## src/rtl/cache_refill_ctrl.sv

```systemverilog
// Cache line refill controller: accepts a miss, issues one burst read and writes the beats into the data store.
// Define CACHE_REFILL_CRIT_WORD_FIRST_EN to fetch the missing word first and wrap around the line.
module cache_refill_ctrl #(
    parameter int WORD_NUM = 32,
    parameter int WORD_WID = 64
) (
    input  logic                        clk_i,
    input  logic                        rst_i,
    input  logic                        miss_valid_i,
    input  logic [31:0]                 miss_addr_i,
    output logic                        miss_ready_o,
    output logic                        mem_req_o,
    output logic [31:0]                 mem_addr_o,
    input  logic                        mem_ack_i,
    input  logic                        mem_rvalid_i,
    input  logic [WORD_WID-1:0]         mem_rdata_i,
    output logic                        fill_we_o,
    output logic [$clog2(WORD_NUM)-1:0] fill_word_o,
    output logic [WORD_WID-1:0]         fill_data_o,
    output logic [23:0]                 fill_line_o,
    output logic                        tag_we_o,
    output logic                        crit_valid_o,
    output logic                        done_o,
    output logic                        busy_o
);

    localparam int IDX_W = $clog2(WORD_NUM);
    localparam logic [IDX_W-1:0] LAST_BEAT = IDX_W'(WORD_NUM - 1);

    typedef enum logic [1:0] {
        S_IDLE,
        S_REQ,
        S_FILL,
        S_COMMIT
    } state_t;

    state_t            state_q, state_d;
    logic [IDX_W-1:0]  count_q, count_d;
    logic [31:3]       addr_q, addr_d;
    logic [IDX_W-1:0]  start_word;
    logic [IDX_W-1:0]  crit_word;
    logic [IDX_W-1:0]  word_idx;
    logic [31:0]       req_addr;

    assign crit_word = addr_q[3 +: IDX_W];
    assign word_idx  = start_word + count_q;

`ifdef CACHE_REFILL_CRIT_WORD_FIRST_EN
    assign start_word = crit_word;
    assign req_addr   = {addr_q[31:3], 3'b000};
`else
    assign start_word = '0;
    assign req_addr   = {addr_q[31:8], 8'h00};
`endif

    // NOTE: state registers use non-blocking assignments so every flop samples pre-edge values.
    always_ff @(posedge clk_i) begin
        if (rst_i) begin
            state_q <= S_IDLE;
            count_q <= '0;
            addr_q  <= '0;
        end else begin
            state_q <= state_d;
            count_q <= count_d;
            addr_q  <= addr_d;
        end
    end

    // NOTE: each combinational output gets a default first so no path can infer a latch.
    always_comb begin
        state_d = state_q;
        count_d = count_q;
        addr_d  = addr_q;
        unique case (state_q)
            S_IDLE: begin
                if (miss_valid_i) begin
                    addr_d  = miss_addr_i[31:3];
                    state_d = S_REQ;
                end
            end
            S_REQ: begin
                if (mem_ack_i) begin
                    count_d = '0;
                    state_d = S_FILL;
                end
            end
            S_FILL: begin
                if (mem_rvalid_i) begin
                    count_d = count_q + 1'b1;
                    if (count_q == LAST_BEAT) state_d = S_COMMIT;
                end
            end
            S_COMMIT: state_d = S_IDLE;
            default:  state_d = S_IDLE;
        endcase
    end

    // While reset is held the outputs already show the idle values, whatever state the flops hold.
    always_comb begin
        miss_ready_o = 1'b0;
        mem_req_o    = 1'b0;
        mem_addr_o   = '0;
        fill_we_o    = 1'b0;
        fill_word_o  = '0;
        fill_data_o  = '0;
        fill_line_o  = addr_q[31:8];
        tag_we_o     = 1'b0;
        crit_valid_o = 1'b0;
        done_o       = 1'b0;
        busy_o       = 1'b1;
        if (rst_i) begin
            miss_ready_o = 1'b1;
            fill_line_o  = '0;
            busy_o       = 1'b0;
        end else begin
            unique case (state_q)
                S_IDLE: begin
                    miss_ready_o = 1'b1;
                    busy_o       = 1'b0;
                end
                S_REQ: begin
                    mem_req_o  = 1'b1;
                    mem_addr_o = req_addr;
                end
                S_FILL: begin
                    fill_word_o = word_idx;
                    if (mem_rvalid_i) begin
                        fill_we_o    = 1'b1;
                        fill_data_o  = mem_rdata_i;
                        crit_valid_o = (word_idx == crit_word);
                    end
                end
                S_COMMIT: begin
                    tag_we_o = 1'b1;
                    done_o   = 1'b1;
                end
                default: busy_o = 1'b1;
            endcase
        end
    end

endmodule

```

## config.mk

```make
export PLATFORM = sky130hd
export DESIGN_NAME = cache_refill_ctrl
export DESIGN_NICKNAME = d
export VERILOG_FILES = /design/src/rtl/cache_refill_ctrl.sv
export SDC_FILE = /design/constraint.sdc
export NUM_CORES = 1
export LEC_CHECK = 0
export BUFFER_PORTS_ARGS = -buffer_cell sky130_fd_sc_hd__buf_4
export CAP_MARGIN = 10
export CORE_AREA = 2 2 92 94
export DETAILED_ROUTE_END_ITERATION = 8
export DIE_AREA = 0 0 94 96
export PLACE_DENSITY_LB_ADDON = 0.15
export SLEW_MARGIN = 15
export SYNTH_ARGS = -nofsm -noshare
export SYNTH_HDL_FRONTEND = slang
export SYNTH_SLANG_ARGS = --single-unit
```

## constraint.sdc

```tcl
create_clock -name clk_i -period 3.7 [get_ports clk_i]
set_clock_uncertainty 0.15 [all_clocks]
set_input_delay 0.37 -clock clk_i [delete_from_list [all_inputs] [get_ports clk_i]]
set_output_delay 0.37 -clock clk_i [all_outputs]
set_load 0.01 [all_outputs]
```

==> impl_results.rst <==
.. list-table::
   :header-rows: 1

   * - Metric
     - Value
   * - Outcome
     - completed
   * - Launch point of the worst path
     - state_q[0]$_SDFFE_PP0P_
   * - Vias in the first global route
     - roughly 2400
   * - CTS tree
     - done
   * - WL/cell
     - roughly 14 µm
   * - Distinct cell type count after synthesis
     - 31
   * - Root Buffer Master
     - sky130_fd_sc_hd__clkbuf_8
   * - Syn. warnings
     - 0
   * - Setup Buffers After CTS
     - 0
   * - Largest fanout on the critical path
     - around 70
   * - Crit path kind
     - register to output pin
   * - Total of flip-flops plus latches after synthesis
     - 36
   * - Cells on Worst Hold Path
     - 3
   * - Final Max Tran Viols
     - 0
   * - Antenna Diode Count
     - 0
   * - Initial antenna violation count
     - 0
   * - Period minus WS final
     - 2.93 ns
   * - Worst hold path startpoint
     - miss_addr_i[7]
   * - Horizontal die dimension
     - 94 µm
   * - Slew at the pin closest to its max-slew limit
     - 1.05 ns
   * - Leading cell types in the layout, fill and taps excluded
     - 222 x sky130_fd_sc_hd__buf_4, 66 x sky130_fd_sc_hd__and3_1, 59 x sky130_fd_sc_hd__nand2_1, 36 x sky130_fd_sc_hd__dfxtp_1
   * - RSZ-0062 raised after global routing
     - false
   * - Std-Cell Core Area
     - a little over 8000 µm²
   * - Max Buffers Root-to-Sink
     - 2
   * - Floorplan row count
     - 33
   * - Max Fclk
     - 342 MHz
   * - Areal power density over the cells
     - 382 nW/µm²
   * - Die height
     - approximately 96 µm
   * - Number of vias in the routed layout
     - roughly 2900
   * - Average via count per standard cell
     - 4.53
   * - Hold-fix buffers at CTS
     - 0
   * - Iteration count of the initial detailed-routing pass
     - 4
   * - Arrival @ worst endpoint
     - about 2.4 ns
   * - Residual antenna-violating net count after detailed routing
     - 0
   * - CTS-repair resized insts
     - 0
   * - Average cell area after synthesis
     - 7.24 µm²
   * - Worst setup EP type
     - output pin
   * - Total wire length
     - roughly 8.7 mm
   * - Setup slack of the worst register-to-register path
     - roughly 1.7 ns
   * - Top Ports
     - roughly 230
   * - Final Wtd Congestion
     - about 0.8
   * - Number of instances in the synthesized netlist
     - between 300 and 400
   * - Number of cells on the worst reg-to-reg path
     - 5
   * - Half-perimeter wire length after detailed placement
     - 6.65 mm
   * - Number of levels the H-tree was split into
     - 2
   * - CTS Sinks
     - 36
   * - Endpoint of the worst hold-timing path
     - addr_q[7]$_SDFFE_PP0P_
   * - Class of the worst hold path
     - input pin to register
   * - Clock-pin slew on the worst setup and hold paths
     - about 0.07 ns
   * - Global-route wire length before repair
     - roughly 12 mm
   * - Area delta synth->final
     - 72.4%
   * - Maximum number of pins on one net before global-route repair
     - a little over 70
   * - Final Hold Violating Endpoints
     - 0
   * - Worst IR Drop VDD
     - 0.214 mV
   * - Most common cell after layout, fill and taps aside
     - sky130_fd_sc_hd__buf_4
   * - Slew headroom
     - between 20% and 30%
   * - CTS Buf Count
     - 5
   * - Total power of the final layout
     - 1.59 mW
   * - Full die area
     - around 9000 µm²
   * - Share of layout cells above drive strength 1
     - a little over two fifths
   * - Total global routing track utilization
     - around 17%
   * - Sequential-to-total area share from yosys stat
     - approximately 30%
   * - WP data required
     - approximately 3.2 ns
   * - Later-pin clock latency in the skew report
     - roughly 0.28 ns
   * - Launch instance of the worst register-to-register path
     - state_q[0]$_SDFFE_PP0P_
   * - Leakage dissipation
     - roughly 2.3 nW
   * - Initial core utilization
     - between 20 and 30%
   * - Netlist area before placement
     - roughly 2400 µm²
   * - Startpoint kind of the worst setup timing path
     - register
   * - Max-Cap Viols
     - 0
   * - Total setup violations reported at the end of the flow
     - 0
   * - Final TNS setup
     - 0 ns
   * - Capture instance of the worst register-to-register path
     - addr_q[30]$_SDFFE_PP0P_
   * - PortBufs
     - approximately 220
   * - Tcrit/Tclk final
     - between 70% and 80%
   * - Number of design rule violations left after detail routing
     - 0
   * - Overflow left after global routing
     - 0
   * - DRT iter0 DRCs
     - 113
   * - Final #Nets
     - between 600 and 700
## worst max path at each step
stage	endpoint	slack, ns	cells past startpoint
floorplan	crit_valid_o	1.71	6
global placement	crit_valid_o	1.08	6
detailed placement	crit_valid_o	1.07	6
CTS	crit_valid_o	0.79	7
global route	crit_valid_o	0.59	7
finish	crit_valid_o	0.77	7
## worst max-delay path, stage by stage, from the launching register on
cell and delay (ns):
sky130_fd_sc_hd__dfxtp_1 0.34, sky130_fd_sc_hd__inv_1 0.12, sky130_fd_sc_hd__ha_1 0.34, sky130_fd_sc_hd__and2b_4 0.61, sky130_fd_sc_hd__and2_4 0.25, sky130_fd_sc_hd__nand4_1 0.07
sky130_fd_sc_hd__nor3_1 0.22, sky130_fd_sc_hd__buf_4 0.16
## flip-flops by register name, indices dropped and copies added (netlist names)
| name | cells |
|---|---|
| addr_q | 29 |
| count_q | 5 |
| state_q | 2 |
## power by group
group	leakage (nW)	switching, mW	internal (mW)
clock network	0.0552	0.136	0.200
logic	1.99	0.393	0.348
registers	0.295	0.0504	0.460
total	2.34	0.580	1.01
## metrics by stage
step / setup WS [ns] / util (%) / hold WS (ns) / area (µm²) / std cells
after floorplan: 1.71 / - / 0.290 / 2440 / 340
after CTS: 0.785 / 51.6 / 0.167 / 4160 / 636
after global routing: 0.588 / 51.6 / 0.158 / 4160 / 636
final: 0.774 / 51.6 / 0.179 / 4160 / 636
after global placement: 1.08 / 50.3 / 0.298 / 4050 / 628
after detailed placement: 1.07 / 50.3 / 0.304 / 4050 / 628
## routing by layer
| metal | GRT usage, % | vias to the layer above | wire, µm |
|---|---|---|---|
| li1 | - | 1469 | - |
| met1 | 20.6 | 1278 | 3570 |
| met2 | 29.6 | 126 | 4370 |
| met3 | 4.70 | 5 | 702 |
| met4 | 3.62 | 0 | 40 |
| met5 | 0 | - | 0 |
## area by class of cell
type	instances	area [µm²]
inverter	5	18.8
multi-input combinational	260	1510
clock buffer	6	72.6
sequential	36	721
tap	105	131
fill	803	3890
clock inverter	2	35.0
timing repair buffer	222	1670
## cells by family (layout without fill, tap and decap cells)
group / count (synthesis) / after routing / share of synthesized area [%]
mux: 3 / 3 / 1.25
compound gates: 37 / 37 / 9.39
other cells: 1 / 8 / 0.156
buf+inv: 44 / 235 / 8.51
flops: 36 / 36 / 29.9
xor+xnor: 5 / 5 / 1.82
fa+ha+maj: 7 / 7 / 3.63
simple gates: 200 / 200 / 45.4
## synthesized netlist by cell type
cell	n	share of area [%]
sky130_fd_sc_hd__clkbuf_1	25	3.9
sky130_fd_sc_hd__nand2b_1	2	0.52
sky130_fd_sc_hd__ha_1	7	3.6
sky130_fd_sc_hd__nand3_1	2	0.42
sky130_fd_sc_hd__conb_1	1	0.16
sky130_fd_sc_hd__nor3_1	2	0.42
sky130_fd_sc_hd__inv_1	5	0.78
sky130_fd_sc_hd__dfxtp_1	36	30
sky130_fd_sc_hd__a21oi_1	30	6.2
sky130_fd_sc_hd__a41oi_1	1	0.36
sky130_fd_sc_hd__o211ai_1	1	0.31
sky130_fd_sc_hd__and2_4	1	0.36
sky130_fd_sc_hd__and3_1	66	17
sky130_fd_sc_hd__nor2b_1	28	7.3
sky130_fd_sc_hd__buf_4	9	2.8
sky130_fd_sc_hd__buf_2	5	1.0
sky130_fd_sc_hd__and2_1	30	7.8
sky130_fd_sc_hd__and2b_1	1	0.31
sky130_fd_sc_hd__nor2_1	5	0.78
sky130_fd_sc_hd__a211oi_1	1	0.31
sky130_fd_sc_hd__and2b_4	1	0.42
sky130_fd_sc_hd__a32o_1	1	0.42
sky130_fd_sc_hd__a2111oi_4	1	1.1
sky130_fd_sc_hd__nor4_1	1	0.26
sky130_fd_sc_hd__nand4_1	1	0.26
sky130_fd_sc_hd__or2_2	1	0.26
sky130_fd_sc_hd__xnor2_1	3	1.1
sky130_fd_sc_hd__mux2i_1	3	1.2
sky130_fd_sc_hd__a22oi_1	2	0.62
sky130_fd_sc_hd__nand2_1	59	9.2
sky130_fd_sc_hd__xor2_1	2	0.73
(Power assumes the default switching activity.)
